File: config.mk
export PLATFORM = sky130hd
export DESIGN_NAME = mem_port_arbiter
export DESIGN_NICKNAME = d
export VERILOG_FILES = /design/src/rtl/mem_port_arbiter.sv
export SDC_FILE = /design/constraint.sdc
export NUM_CORES = 1
export LEC_CHECK = 0
export ABC_AREA = 1
export CAP_MARGIN = 10
export CORE_UTILIZATION = 39
export CTS_CLUSTER_DIAMETER = 100
export CTS_CLUSTER_SIZE = 14
export DETAILED_ROUTE_END_ITERATION = 16
export PLACE_DENSITY_LB_ADDON = 0.1
export SLEW_MARGIN = 20
export SYNTH_ARGS = -nofsm -noshare
export SYNTH_HDL_FRONTEND = slang
export SYNTH_SLANG_ARGS = --single-unit
File: constraint.sdc
create_clock -name clk -period 4.9 [get_ports clk]
set_clock_uncertainty 0.2 [all_clocks]
set_input_delay 1.47 -clock clk [delete_from_list [all_inputs] [get_ports clk]]
set_output_delay 1.47 -clock clk [all_outputs]
set_load 0.005 [all_outputs]
File: src/rtl/mem_port_arbiter.sv
// rtl/mem_port_arbiter.sv - unified memory port arbiter, data side over fetch, fixed latency
// Optional stall performance counters built when ARB_PERF_CNT_EN is defined.
module mem_port_arbiter #(
   parameter int LAT    = 4,
   parameter int ADDR_W = 16,
   parameter int DATA_W = 16
) (
   input  logic              clk,
   input  logic              rst_n,
   input  logic              if_req,
   input  logic [ADDR_W-1:0] if_addr,
   output logic [DATA_W-1:0] if_data,
   output logic              fetch_stall,
   input  logic              dm_rd,
   input  logic              dm_wr,
   input  logic [ADDR_W-1:0] dm_addr,
   input  logic [DATA_W-1:0] dm_wdata,
   output logic [DATA_W-1:0] dm_rdata,
   output logic              mem_stall,
   output logic              mem_en,
   output logic              mem_wr,
   output logic [ADDR_W-1:0] mem_addr,
   output logic [DATA_W-1:0] mem_wdata,
   input  logic [DATA_W-1:0] mem_rdata,
   output logic [15:0]       if_stall_cnt,
   output logic [15:0]       dm_stall_cnt
);

   typedef enum logic [1:0] {IDLE, I_BUSY, D_BUSY} state_t;

   state_t            state, state_nxt;
   logic [3:0]        cnt, cnt_nxt;
   logic              d_wr, d_wr_nxt;
   logic [DATA_W-1:0] if_hold, dm_hold;
   logic              dm_req, i_done, d_done;

   assign dm_req = dm_rd | dm_wr;
   assign i_done = (state == I_BUSY) && (cnt == 4'd0);
   assign d_done = (state == D_BUSY) && (cnt == 4'd0);

   assign fetch_stall = if_req & ~i_done;
   assign mem_stall   = dm_req & ~d_done;

   // Completion data is forwarded in the same cycle; the hold register covers later cycles.
   assign if_data  = i_done ? mem_rdata : if_hold;
   assign dm_rdata = (d_done && !d_wr) ? mem_rdata : dm_hold;

   always_ff @(posedge clk or negedge rst_n) begin
      if (!rst_n) begin
         state   <= IDLE;
         cnt     <= 4'd0;
         d_wr    <= 1'b0;
         if_hold <= '0;
         dm_hold <= '0;
      end else begin
         state <= state_nxt;
         cnt   <= cnt_nxt;
         d_wr  <= d_wr_nxt;
         if (i_done)
            if_hold <= mem_rdata;
         if (d_done && !d_wr)
            dm_hold <= mem_rdata;
      end
   end

   always_comb begin
      state_nxt = state;
      cnt_nxt   = cnt;
      d_wr_nxt  = d_wr;
      mem_en    = 1'b0;
      mem_wr    = 1'b0;
      mem_addr  = '0;
      mem_wdata = '0;
      case (state)
         IDLE: begin
            if (rst_n && dm_req) begin
               mem_en    = 1'b1;
               mem_wr    = dm_wr;
               mem_addr  = dm_addr;
               mem_wdata = dm_wdata;
               state_nxt = D_BUSY;
               cnt_nxt   = 4'(LAT - 1);
               d_wr_nxt  = dm_wr;
            end else if (rst_n && if_req) begin
               mem_en    = 1'b1;
               mem_addr  = if_addr;
               state_nxt = I_BUSY;
               cnt_nxt   = 4'(LAT - 1);
            end
         end
         I_BUSY, D_BUSY: begin
            if (cnt == 4'd0)
               state_nxt = IDLE;
            else
               cnt_nxt = cnt - 4'd1;
         end
         default: state_nxt = IDLE;
      endcase
   end

`ifdef ARB_PERF_CNT_EN
   always_ff @(posedge clk or negedge rst_n) begin
      if (!rst_n) begin
         if_stall_cnt <= 16'h0000;
         dm_stall_cnt <= 16'h0000;
      end else begin
         if (fetch_stall && (if_stall_cnt != 16'hFFFF))
            if_stall_cnt <= if_stall_cnt + 16'd1;
         if (mem_stall && (dm_stall_cnt != 16'hFFFF))
            dm_stall_cnt <= dm_stall_cnt + 16'd1;
      end
   end
`else
   assign if_stall_cnt = 16'h0000;
   assign dm_stall_cnt = 16'h0000;
`endif

endmodule

==> summary.md, run 1 <==
| Metric | Value |
|---|---|
| Post-DR wirelength/cell | `12.5 um` |
| P_leak | `around 0.0020 uW` |
| Setup CP Type | `input pin to output port` |
| Setup slack, reg-to-reg | `just under 3 ns` |
| Period minus WS final | `approximately 4.8 ns` |
| Outcome | `finished clean` |
| Drt first pass iters | `4` |
| Worst EP required | `approximately 3.2 ns` |
| DR DRC count | `0` |
| Most common cell after layout, fill and taps aside | `clkdlybuf4s50_1` |
| Largest net degree at the start of global routing | `34` |
| FP Rows | `28` |
| Final net count | `roughly 520` |
| PostCTS Resize Cnt | `0` |
| H-tree lvl count | `2` |
| Maximum vdd drop | `between 300 and 400 uV` |
| Routed WL | `approximately 6600 um` |
| Delay-heaviest family, CP | `buffers and inverters` |
| Root buf cell | `clkbuf_8` |
| Hold buffer count at CTS | `0` |
| Post-Synthesis Cells | `307` |
| Tcrit/Tclk final | `0.979` |
| Worst Hold Path Cells | `2` |
| Final instance area | `3960 um2` |
| Power density cells | `between 400 and 500 nW/um2` |
| Max Root-Sink Buffers | `2` |
| Initial detailed-routing violation count | `66` |
| Max frequency | `roughly 0.21 GHz` |
| Die height | `about 80 um` |
| HP Class | `flop to flop` |
| ANT nets after route | `0` |
| Sequential share of the synthesized area | `0.396` |
| Synthesized flop and latch total | `39` |
| CP max-delay cell | `clkdlybuf4s50_1` |
| Port-buffer cells | `between 100 and 150` |
| Setup ws final | `~0.1 ns` |
| Slew margin rel. | `0.619` |
| Initial antenna violation count | `0` |
| Max-cap violation count | `0` |
| Worst-path maximum fanout | `12` |
| Pre-CTS setup slack | `0.0244 ns` |
| HPWL Detailed | `between 5000 and 6000 um` |
| Syn_area_per_cell | `roughly 8 um2` |
| Post-synthesis cell area | `2460 um2` |
| Diodes inserted | `0` |
| Crit path cell chain | `clkdlybuf4s50_1, nand2_4, nor2_8, buf_12, nand3_2, o21ai_2, clkdlybuf4s50_1` |
| Global placement routability congestion | `0.738` |
| Grt total ovfl | `0` |
| First-pass GRT wire length | `9980 um` |
| Number of vias per cell | `~4.3` |
| Clk_lat worst skew | `just under 0.3 ns` |
| Final setup TNS | `0 ns` |
| Layout area overhead | `60.8%` |
| Core area | `5990 um2` |
| Worst r2r path cells | `6` |
| Crit path depth | `7` |
| Critical path startpoint category | `input pin` |
| Hold slack final | `between 0.2 and 0.3 ns` |
| Layout Cells excl Fill | `about 530` |
| Worst-Margin Slew | `around 0.57 ns` |
| Endpoints failing setup | `0` |
| Post-DP Area | `approximately 3800 um2` |
| Layout cells sized above 1 | `0.118` |
| Most frequent cells in the layout | `clkdlybuf4s50_1 (135), inv_1 (59), nand2_1 (55), dfrtp_1 (39), conb_1 (32)` |
| Max Transition Viols Final | `0` |
| Die area | `6640 um2` |
| Arr. time, crit path | `between 3 and 4 ns` |
| Crit path capture type | `output port` |
| Final hold vios | `0` |
| Worst-path clk slew | `~0.08 ns` |
| Total track usage | `0.198` |
| CTS tree | `done` |
| Die width | `81.5 um` |
| Cell mode on critical path | `clkdlybuf4s50_1` |
| Syn. warnings | `0` |
| CTS buffer count | `5` |
| Starting Density | `0.411` |
| Filler Cell Count | `520` |
| WP buf/inv | `3` |
| Number of distinct library cells after synthesis | `26` |
| IO Count | `between 150 and 200` |
| Via count | `about 2300` |
| Number of global-route vias before repair | `2107` |
| CTS Sinks | `39` |
| Unrepaired setup endpoints after global routing | `no` |
| Dpl cells | `514` |
| Slowest stage delay, CP | `roughly 0.55 ns` |
## worst reg2reg max path: stages, from the launching register on
cell and delay, ns:
dfrtp_1 0.41, inv_1 0.10, ha_1 0.18, nand2_2 0.09, nor2_4 0.15, nand2_2 0.36
o21ai_0 0.39
## layer usage
metal / wire length (um) / global-route usage / up-vias
li1: - / - / 1163
met1: 2710 / 0.256 / 1021
met2: 3410 / 0.325 / 67
met3: 380 / 0.0544 / 8
met4: 78 / 0.0500 / 0
met5: 0 / 0 / -
## path summary, 6_finish.rpt
path,from,end
setup / recovery,if_req,mem_addr[5]
setup reg to reg,cnt[0]$_DFFE_PN0P_,if_hold[2]$_DFF_PN0_
hold / removal,d_wr$_DFFE_PN0P_,d_wr$_DFFE_PN0P_
min in group asynchronous,rst_n,state[0]$_DFFE_PN0P_
hold reg to reg,d_wr$_DFFE_PN0P_,d_wr$_DFFE_PN0P_
max in group asynchronous,rst_n,dm_hold[7]$_DFF_PN0_
## stage by stage
step	total power (uW)	utilization
2_1_floorplan	995	-
3_3_place_gp	1510	0.632
3_5_place_dp	1530	0.632
4_1_cts	1800	0.650
5_1_grt	1950	0.661
6_report	1810	0.661
## synth_stat cells, drive strengths merged
cell type | count | share of area
inv | 60 | 0.092
nand2 | 60 | 0.099
o21ai | 52 | 0.12
buf | 41 | 0.13
dfrtp | 39 | 0.40
nand3 | 23 | 0.077
nor2 | 21 | 0.042
ha | 4 | 0.020
a21oi | 2 | 0.0041
clkbuf | 2 | 0.0076
conb | 1 | 0.0015
nand3b | 1 | 0.0081
o21bai | 1 | 0.0030
## state kept, by name (all words and copies together), names as in the netlist
name,cells
state,2
d_wr,1
if_hold,16
dm_hold,16
cnt,4
## final cells by class
cell class | instances | area [um2] | area share
Clock inverter | 2 | 37.5 | 0.00948
Sequential cell | 39 | 976 | 0.246
Tap cell | 75 | 93.8 | 0.0237
Multi-Input combinational cell | 196 | 1050 | 0.265
Inverter | 60 | 228 | 0.0575
Clock buffer | 5 | 68.8 | 0.0174
Timing Repair Buffer | 148 | 1510 | 0.381
## power by group
group          leakage, uW  internal (uW)  total [uW]  switching [uW]
Sequential        0.000462            476         527            51.2
Combinational      0.00146            565        1020             456
Clock            0.0000502            149         262             114
## repair_timing
item                                    in CTS  in global routing
endpoints found under the hold margin        0                  0
endpoints found under the setup margin       0                 23
setup buffers                                0                  4
## cell families after synthesis
family | Yosys count | synth area share
other cells | 1 | 0.00152
buf+inv | 103 | 0.225
simple gates | 105 | 0.225
flops | 39 | 0.396
compound gates | 55 | 0.131
fa+ha+maj | 4 | 0.0203
Note: power is estimated with default switching activity, not from simulation.
==> run 2, diff against run 1 <==
- CORE_ASPECT_RATIO: not set -> 1.5
==> run 2 against run 1 <==
  * First-iteration DRC count fell by 30%
  * Register-to-register slack improved by 0.04 ns
  * Global-route usage decreased by 2.8 points
  * Count of clock-buffer cells in the layout increased by 3
  * Critical path depth is 1 lower
  * Worst setup slack gained 0.031 ns
  * Wire length down 12%
==> summary.md, run 2 (synthesis results as in run 1) <==
| Metric | Value |
|---|---|
| Max frequency | `approximately 0.21 GHz` |
| Number of global-route vias before repair | `approximately 2000` |
| Most common cell after layout, fill and taps aside | `clkdlybuf4s50_1` |
| Power density cells | `between 400 and 500 nW/um2` |
| Max Root-Sink Buffers | `2` |
| Critical path startpoint category | `input pin` |
| PostCTS Resize Cnt | `0` |
| Largest net degree at the start of global routing | `34` |
| Worst EP required | `roughly 3.2 ns` |
| WP buf/inv | `2` |
| Max Transition Viols Final | `0` |
| Setup slack, reg-to-reg | `slightly below 3 ns` |
| HPWL Detailed | `~4600 um` |
| Crit path cell chain | `clkdlybuf4s50_1, nand2_4, nor2_8, nand3_2, o21ai_2, clkdlybuf4s50_1` |
| Starting Density | `0.402` |
| Worst R2R End | `if_hold[15]$_DFF_PN0_` |
| Number of vias per cell | `between 4 and 5` |
| Endpoints failing setup | `0` |
| Postcts setup bufs | `0` |
| FP Rows | `35` |
| Total track usage | `0.170` |
| Period minus WS final | `4.77 ns` |
| Root buf cell | `clkbuf_8` |
| Drt first pass iters | `4` |
| Layout cells sized above 1 | `0.106` |
| Die width | `66.9 um` |
| Worst-path maximum fanout | `16` |
| Hold Path End | `d_wr$_DFFE_PN0P_` |
| Most frequent cells in the layout | `clkdlybuf4s50_1 (135), inv_1 (59), nand2_1 (55), dfrtp_1 (39), conb_1 (32)` |
| Unrepaired setup endpoints after global routing | `no` |
| H-tree lvl count | `2` |
| DR DRC count | `0` |
| Initial antenna violation count | `0` |
| Worst-path clk slew | `approximately 0.070 ns` |
| Routed WL | `roughly 5800 um` |
| Worst r2r path cells | `6` |
| Outcome | `finished clean` |
| Worst Hold Path Cells | `2` |
| Global placement routability congestion | `~0.76` |
| Setup ws final | `approximately 0.13 ns` |
| Max-cap violation count | `0` |
| Via count | `around 2300` |
| Pre-CTS setup slack | `between 0.1 and 0.15 ns` |
| Cell mode on critical path | `clkdlybuf4s50_1` |
| First-pass GRT wire length | `about 8800 um` |
| Delay-heaviest family, CP | `buffers and inverters` |
| Setup CP Type | `input pin to output port` |
| Die area | `6650 um2` |
| CTS Sinks | `39` |
| Arr. time, crit path | `slightly above 3 ns` |
| IO Count | `between 150 and 200` |
| P_leak | `approximately 0.0019 uW` |
| CP max-delay cell | `clkdlybuf4s50_1` |
| Slew margin rel. | `0.637` |
| Diodes inserted | `0` |
| Tcrit/Tclk final | `0.973` |
| Initial detailed-routing violation count | `46` |
| Crit Reg-Reg Startpoint | `cnt[0]$_DFFE_PN0P_` |
| ANT nets after route | `0` |
| Hold buffer count at CTS | `0` |
| CTS tree | `done` |
| Maximum vdd drop | `342 uV` |
| Hold Crit Start | `d_wr$_DFFE_PN0P_` |
| Grt total ovfl | `0` |
| Post-DR wirelength/cell | `11.1 um` |
| Final net count | `517` |
| Final setup TNS | `0 ns` |
| Leading registers by flop count | `dm_hold x16, if_hold x16, cnt x4` |
| Clk_lat worst skew | `0.28 ns` |
| Die height | `slightly below 100 um` |
| Final instance area | `3860 um2` |
| Port-buffer cells | `approximately 140` |
| Worst-Margin Slew | `0.542 ns` |
| Crit path capture type | `output port` |
| Core area | `between 6000 and 7000 um2` |
| Slowest stage delay, CP | `roughly 0.54 ns` |
| HP Class | `flop to flop` |
| Post-DP Area | `about 3800 um2` |
| CTS buffer count | `5` |
| Final hold vios | `0` |
| Layout area overhead | `56.6%` |
run 2: changes by cell type in the layout (fill, tap and decap cells not counted):
cell	before	now
clkbuf_1	0	1
clkbuf_8	5	7
buf_12	5	1
clkinvlp_4	1	0
bufinv_16	1	0
buf_4	7	5
run 2: worst min-delay path, cell delays in order (launching register included):
cell and delay, ns:
dfrtp_1 0.35, nand2_1 0.05, o21ai_0 0.07
run 2: final cells by class:
class	instances	area, um2
sequential	39	976
tap	74	92.6
fill	560	2270
multi-input combinational	196	1050
timing repair buffer	142	1410
inverter	60	228
clock buffer	8	100
run 2: per-stage QoR:
step           std cells  total power [uW]   util  hold WS [ns]
2_1_floorplan        338               995      -         0.254
3_3_place_gp         511              1500  0.613         0.278
3_5_place_dp         511              1510  0.613         0.283
4_1_cts              519              1750  0.629         0.305
5_1_grt              519              1870  0.629         0.331
6_report             519              1730  0.629         0.302
run 2: power breakdown:
group / internal (uW) / switching (uW) / leakage (uW)
logic: 539 / 435 / 0.00141
clock network: 128 / 101 / 0.0000515
registers: 476 / 51.1 / 0.000462
total: 1140 / 588 / 0.00192
run 2: how the worst max path moves through the flow:
stage | from | slack (ns) | depth (start not counted) | end
after floorplan | dm_wr | 1.13 | 6 | mem_addr[10]
after global placement | if_req | 0.11 | 6 | mem_addr[8]
after detailed placement | if_req | 0.10 | 6 | mem_addr[8]
after CTS | if_req | 0.10 | 6 | mem_addr[8]
after global routing | if_req | 0.05 | 6 | mem_addr[0]
final | if_req | 0.13 | 6 | mem_addr[8]
run 2: per-layer routing:
| metal | vias up | track usage | part of all wire |
|---|---|---|---|
| li1 | 1148 | - | - |
| met5 | - | 0 | 0 |
| met3 | 7 | 0.0528 | 0.12 |
| met1 | 992 | 0.175 | 0.38 |
| met4 | 0 | 0.0638 | 0.014 |
| met2 | 110 | 0.308 | 0.48 |
